===== src/rtl/tail_light_pkg.sv =====
`default_nettype none
// ============================================================================
// Module      : tail_light_pkg
// Description : State encoding shared by the tail-light sequencer and its users.
// Revision    : 1.0 - initial release
// ============================================================================
package tail_light_pkg;

    localparam int STATE_W = 3;

    typedef logic [STATE_W-1:0] state_t;

    localparam state_t IDLE    = 3'd0;
    localparam state_t LSEQ    = 3'd1;
    localparam state_t RSEQ    = 3'd2;
    localparam state_t HAZ_ON  = 3'd3;
    localparam state_t HAZ_OFF = 3'd4;

endpackage
`default_nettype wire


===== src/rtl/tick_gen.sv =====
`default_nettype none
// ============================================================================
// Module      : tick_gen
// Description : Free-running prescaler; tick pulses once every DIV clocks.
// Revision    : 1.0 - initial release
// ============================================================================
module tick_gen #(
    parameter int DIV = 4
) (
    input  logic clk,
    input  logic reset_n,
    output logic tick
);

    generate
        if (DIV == 1) begin : g_div1
            assign tick = 1'b1;
        end else begin : g_divn
            localparam int CNT_W = $clog2(DIV);
            localparam logic [CNT_W-1:0] C_LAST = CNT_W'(DIV - 1);

            logic [CNT_W-1:0] r_cnt;

            always_ff @(posedge clk) begin
                if (!reset_n) begin
                    r_cnt <= '0;
                end else if (r_cnt == C_LAST) begin
                    r_cnt <= '0;
                end else begin
                    r_cnt <= r_cnt + 1'b1;
                end
            end

            assign tick = (r_cnt == C_LAST);
        end
    endgenerate

endmodule
`default_nettype wire


===== src/rtl/tail_light_seq.sv =====
`default_nettype none
// ============================================================================
// Module      : tail_light_seq
// Description : Progressive turn / hazard tail-light sequencer, LAMPS per side.
// Revision    : 1.0 - initial release
// ============================================================================
module tail_light_seq
    import tail_light_pkg::*;
#(
    parameter int LAMPS = 3,
    parameter int DIV   = 4
) (
    input  logic             clk,
    input  logic             reset_n,
    input  logic             left,
    input  logic             right,
    input  logic             hazard,
    output logic [LAMPS-1:0] lamp_l,
    output logic [LAMPS-1:0] lamp_r,
    output logic             busy
);

    localparam int STEP_W = $clog2(LAMPS + 1);
    localparam logic [STEP_W-1:0] C_STEP_MAX = STEP_W'(LAMPS);
    localparam logic [STEP_W-1:0] C_STEP_ONE = STEP_W'(1);

    logic              w_tick;
    logic              w_haz_req;
    logic [STEP_W-1:0] w_step_inc;
    state_t            r_state;
    logic [STEP_W-1:0] r_step;

    // Thermometer pattern: the n innermost lamps lit.
    function automatic logic [LAMPS-1:0] fill(input logic [STEP_W-1:0] n);
        logic [LAMPS-1:0] v;
        for (int i = 0; i < LAMPS; i++) begin
            v[i] = (i < int'(n));
        end
        return v;
    endfunction

    tick_gen #(
        .DIV(DIV)
    ) u_tick_gen (
        .clk    (clk),
        .reset_n(reset_n),
        .tick   (w_tick)
    );

    // Both turn requests together are treated as a hazard request.
    assign w_haz_req  = hazard | (left & right);
    assign w_step_inc = r_step + 1'b1;

    always_ff @(posedge clk) begin
        if (!reset_n) begin
            r_state <= IDLE;
            r_step  <= '0;
            lamp_l  <= '0;
            lamp_r  <= '0;
            busy    <= 1'b0;
        end else if (w_tick) begin
            lamp_l <= '0;
            lamp_r <= '0;
            busy   <= 1'b1;
            case (r_state)
                IDLE: begin
                    r_step <= '0;
                    if (w_haz_req) begin
                        r_state <= HAZ_ON;
                        lamp_l  <= '1;
                        lamp_r  <= '1;
                    end else if (left) begin
                        r_state <= LSEQ;
                        r_step  <= C_STEP_ONE;
                        lamp_l  <= fill(C_STEP_ONE);
                    end else if (right) begin
                        r_state <= RSEQ;
                        r_step  <= C_STEP_ONE;
                        lamp_r  <= fill(C_STEP_ONE);
                    end else begin
                        busy <= 1'b0;
                    end
                end
                LSEQ, RSEQ: begin
                    if (w_haz_req) begin
                        r_state <= HAZ_ON;
                        r_step  <= '0;
                        lamp_l  <= '1;
                        lamp_r  <= '1;
                    end else if (r_step < C_STEP_MAX) begin
                        r_step <= w_step_inc;
                        if (r_state == LSEQ) begin
                            lamp_l <= fill(w_step_inc);
                        end else begin
                            lamp_r <= fill(w_step_inc);
                        end
                    end else begin
                        // Final step leaves all lamps dark for one step period.
                        r_state <= IDLE;
                        r_step  <= '0;
                        busy    <= 1'b0;
                    end
                end
                HAZ_ON: begin
                    r_state <= HAZ_OFF;
                    r_step  <= '0;
                end
                HAZ_OFF: begin
                    r_step <= '0;
                    if (w_haz_req) begin
                        r_state <= HAZ_ON;
                        lamp_l  <= '1;
                        lamp_r  <= '1;
                    end else begin
                        r_state <= IDLE;
                        busy    <= 1'b0;
                    end
                end
                default: begin
                    r_state <= IDLE;
                    r_step  <= '0;
                    busy    <= 1'b0;
                end
            endcase
        end
    end

endmodule
`default_nettype wire


===== config.mk =====
export PLATFORM = sky130hd
export DESIGN_NAME = tail_light_seq
export DESIGN_NICKNAME = d
export VERILOG_FILES = /design/src/rtl/tail_light_pkg.sv /design/src/rtl/tick_gen.sv /design/src/rtl/tail_light_seq.sv
export SDC_FILE = /design/constraint.sdc
export NUM_CORES = 1
export LEC_CHECK = 0
export CORE_AREA = 2 2 52 54
export CTS_BUF_LIST = sky130_fd_sc_hd__clkbuf_8 sky130_fd_sc_hd__clkbuf_16
export DETAILED_ROUTE_END_ITERATION = 8
export DIE_AREA = 0 0 54 56
export DONT_BUFFER_PORTS = 1
export SLEW_MARGIN = 20
export SYNTH_ARGS = -nofsm -noshare
export SYNTH_HDL_FRONTEND = slang
export SYNTH_SLANG_ARGS = --single-unit

===== constraint.sdc =====
create_clock -name clk -period 1.83 [get_ports clk]
set_input_delay 0.366 -clock clk [delete_from_list [all_inputs] [get_ports clk]]
set_output_delay 0.366 -clock clk [all_outputs]
set_load 0.02 [all_outputs]

# Word level (Yosys, flattened, before mapping)
# Index checks and enable logic that the tools add are counted.
[word_totals]
regBits = 14
latch_bits = 0
mem_bits_rw = 0
mem_bits_ro = 0
in_bits = 5
output_inout_bits = 7
word_cells = 60
memories = 0
[op_classes]
add_sub_neg = 2
multipliers = 0
n_div = 0
order_cmp = 4
eq_ne = 7
shifts = 0
n_mux = 34
n_bitwise = 3
n_reduce_logical = 4
[ops]
columns = ["operator", "n"]
rows = [
  ["$mux W3", 14],
  ["$pmux W3 S3", 2],
  ["$mux W1", 12],
  ["$pmux W3 S4", 1],
  ["$eq A3 B2 Y1 const B", 2],
  ["$mux W2", 3],
  ["$add A2 B1 Y2 const B", 2],
  ["$lt A1 B2 Y1 const A", 2],
  ["$ne A4 B4 Y1 const B", 1],
  ["$pmux W1 S4", 1],
  ["$pmux W2 S2", 1],
  ["$reduce_or A2 Y1", 2],
  ["$eq A3 B1 Y1 const B", 1],
  ["$eq A3 B3 Y1 const B", 1],
  ["$logic_not A3 Y1", 1],
  ["$ne A3 B3 Y1 const B", 1],
  ["$reduce_and A3 Y1", 1],
  ["$eq A2 B2 Y1 const B", 1],
  ["$lt A2 B2 Y1 const A", 1],
  ["$lt A2 B2 Y1 const B", 1],
  ["$and A1 B1 Y1", 1],
  ["$not A1 Y1", 1],
  ["$or A1 B1 Y1", 1],
]

# Longest topological paths before layout
[logic_depth]
word_depth = 6
depth_mapped = 6
ltp_nobuf = 5

# Cells and area by module
# A second synthesis with hierarchy kept.
[unflattened]
hier_cells = 113
area_unflattened_um2 = 928.4
[by_module_without_submodules]
columns = ["mod", "instances", "cells_each", "area_each_um2", "seq_area_each_um2"]
rows = [
  ["tail_light_seq", 1, 108, 854.6, 240.2],
  ["tick_gen", 1, 5, 73.8, 40.0],
]

# Worst setup path before layout
# Ideal clock, no wire load.
[synth_path]
kind = "reg-to-reg"
from = "register r_step[0]"
to = "register r_state[1]"
arrival_time_ns = 1.401
required_ns = 1.742
setup_slack_ns = 0.341
path_stages_with_launch = 6
path_buffers = 0
path_cell_list = "dfxtp_1 ha_1 nor2b_2 or3_1 and3_1 o32ai_2"
[synth_between]
elab_chain_cells = 3
[synth_lines]
columns = ["item", "line_no", "rtl"]
rows = [
  ["from (decl)", "tail_light_seq.sv:31", "logic [STEP_W-1:0] r_step;"],
  ["from (signal assigned)", "tail_light_seq.sv:91", "r_step <= w_step_inc;"],
  ["$lt A2 B2 Y1", "tail_light_seq.sv:90", "end else if (r_step < C_STEP_MAX) begin"],
  ["$ne A3 B3 Y1 (no line)", "--", ""],
  ["$reduce_and A3 Y1 (no line)", "--", ""],
  ["to (signal assigned)", "tail_light_seq.sv:86", "r_state <= HAZ_ON;"],
  ["to (signal assigned)", "tail_light_seq.sv:99", "r_state <= IDLE;"],
  ["to (signal assigned)", "tail_light_seq.sv:105", "r_state <= HAZ_OFF;"],
  ["to (decl)", "tail_light_seq.sv:30", "state_t r_state;"],
]
# Every way passes these cells.
# A chain may end at the register's enable or synchronous reset.

# Final worst setup path
# Same ends and word-level chain as after synthesis.

==> results.md <==
* Synth Area in XOR/XNOR at 0.0106
* Worst Setup End Kind: flip-flop
* Slowest CP cell: dfxtp_1
* # Max-Cap Violations at 0
* Via density at slightly below 6
* Top cells by count, synth: 14 x dfxtp_1, 10 x nand2_1, 10 x nor2_1
* Area growth, synth to finish at 8.17%
* Routability cong. at ~0.85
* # rows at 18
* Slew Limit Fails at 0
* Critical-path maximum fanout at 7
* Synth area leaders: dfxtp_1 34%, o21ai_0 4.8%, ha_1 4.5%, nand2_1 4.5%, nor2_1 4.5%
* DIE HEIGHT at about 56 um
* # nets final at roughly 110
* Core ar. at about 2400 sq um
* Cell taking the most area after synthesis: dfxtp_1
* Worst Clk Skew at 0.00561 ns
* Syn Nets at approximately 110
* Most frequent cell after synthesis: dfxtp_1
* Share of flip-flops with an asynchronous set or reset at 0
* Inserted Clock Buffers at 3
* Final core utilization at 0.368
* Pwr/cell area at roughly 830 nW/um^2
* Root Driver: clkbuf_8
* Mapped Avg Cell Area at approximately 8.2 sq um
* Detailed Place HPWL at between 1000 and 1500 um
* Share of cells above drive strength 1 at 0.0909
* Fmax at 0.600 GHz
* # diodes at 0
* Avg WL per Cell at 14.1 um
* Worst Hold Class: in -> reg
* Grt total ovfl at 0
* Main combinational cell family by area after synthesis: compound AO/OA/AOI/OAI gates
* Final Critical Period at approximately 1.7 ns
* Number of synthesized register bits at 14
* Starting Density at 0.340
* Worst vdd ir at ~0.47 mV
* Synth Area in Simple Gates at 0.203
* Adder-cell area share of the yosys netlist at 0.0454
* Total Routing Usage GR at 0.139
* Clk slew on worst S/H paths at 0.05 ns
* Crit path DAT at roughly 1.8 ns
* Total wire length at around 1800 um
* Final instance area at just under 900 sq um
* Placed inst area at between 800 and 900 sq um
* DRC at 0
* Setup TNS at 0 ns
* Req. time, crit path at between 1.5 and 2 ns
* Synthesized area at 827 sq um
* Vias in the first global route at ~700
* Number of hold violations in the final report at 0
* Setup crit start kind: flip-flop
* FF-to-FF setup slack at about 0.16 ns
* Number of port buffers at 0
* First DRT Iteration DRCs at 20
* First-pass GRT wire length at just over 3000 um
* Total number of vias at around 760
* Worst-Margin Slew at a little over 0.6 ns
* Design Power at 0.000738 W
* Area share of the largest cell type after synthesis at 0.339
* Crit path largest cell delay at 0.39 ns
* Cts hold-fix bufs at 0
* Fillers at roughly 260
* Post-synth EDFFs at 0
* Rel. slew slack at 0.588
* # resized after CTS at 0
* Drt pass-1 iters at 4
* Chip Width at roughly 54 um
* I/O pin total at 12
* Crit path cell chain: ha_1 > nor2b_2 > or3_1 > and3_1 > o32ai_2
* Outcome: complete, no violations
* Post-synthesis mux area share at 0
* Synth cell types at 36
* Clk buf depth at 2
* Synth Area in Compound Gates at 0.340
* WS Path Type: reg -> reg
* TritonCTS clock tree: done
* Sequential fraction of the synthesis area at 0.339
* Clock H-tree levels at 1
* Setup ws final at around 0.16 ns
* Unrepaired setup endpoints after global routing: no
* Largest net degree at the start of global routing at 16
* Leak Pwr at around 0.34 nW
* Initial antenna violation count at 0
* Setup Buffers After CTS at 0
* Post-route ant nets at 0
* Pre-CTS setup slack at between 0.15 and 0.2 ns
* Die area at slightly above 3000 sq um
* Endpoints failing setup at 0
* Yosys warns at 0
* Worst-skew pair later-pin latency at between 0.2 and 0.25 ns
* Period utilization at 0.911
* Post-Syn Instances at approximately 100
* CTS sink cnt at 14
* Most common flop cell mapped by yosys: dfxtp_1
[worst max-delay path: cells and delay by family, from the launching register on]
kind                     cells  cell delay (ns)
adder cells (fa/ha/maj)      1             0.33
AO/OA/AOI/OAI                1             0.18
AND/OR/NAND/NOR              3             0.68
flip-flops                   1             0.39
[kinds of logic after synthesis]
| group | Yosys count |
|---|---|
| AOI/OAI and AO/OA | 37 |
| xor gates and xnor gates | 1 |
| adders and majority gates | 3 |
| buffers and inverters | 12 |
| DFF | 14 |
| and+or+nand+nor | 34 |
[through the flow]
step | std cells | hold WS, ns
6_report | 129 | 0.247
3_3_place_gp | 125 | 0.408
2_1_floorplan | 101 | 0.398
5_1_grt | 129 | 0.240
4_1_cts | 129 | 0.242
3_5_place_dp | 125 | 0.411
[cells in the final DEF (no fill, tap or decap), drive strengths merged, types with 2 or more instances in the layout]
master	n
dfxtp	14
nor2	10
nand2	10
o21ai	9
inv	5
nor2b	5
a22o	5
clkbuf	4
a21o	3
a31oi	3
a32o	3
ha	3
a211oi	2
nor3	2
o21bai	2
nor4b	2
a32oi	2
[flip-flops by register name, summed over array words and instances, names as in the netlist]
signal and cells:
busy 1, r_state 3, u_tick_gen.g_divn.r_cnt 2, lamp_r 3, r_step 2, lamp_l 3
[power breakdown]
part	switching [W]	internal (W)
combinational	0.0000516	0.0000393
sequential	0.0000268	0.000323
clock	0.000108	0.000190
[cell type report]
cell class              count  area [sq um]  area share
multi-input cells          75           495       0.554
inverters                   5          18.8      0.0210
well taps                  30          37.5      0.0420
clock buffers               4          55.1      0.0615
flip-flops and latches     14           280       0.313
repair buffers              1          7.51     0.00839
[per-layer routing]
| metal | GRT usage | vias up | wire [um] |
|---|---|---|---|
| met1 | 0.150 | 359 | 785 |
| met2 | 0.223 | 20 | 924 |
| met3 | 0.0591 | 4 | 70 |
| met4 | 0.0714 | 0 | 42 |
| met5 | 0 | - | 0 |
| li1 | - | 373 | - |
[path summary, 6_finish.rpt]
kind                                   start                          to  cells past startpoint
setup reg to reg                   r_step[0]                  r_state[1]                      5
setup / recovery                   r_step[0]                  r_state[1]                      5
hold reg to reg   u_tick_gen.g_divn.r_cnt[0]  u_tick_gen.g_divn.r_cnt[0]                      1
hold / removal                       reset_n                  r_state[2]                      1
(Power assumes the default switching activity.)
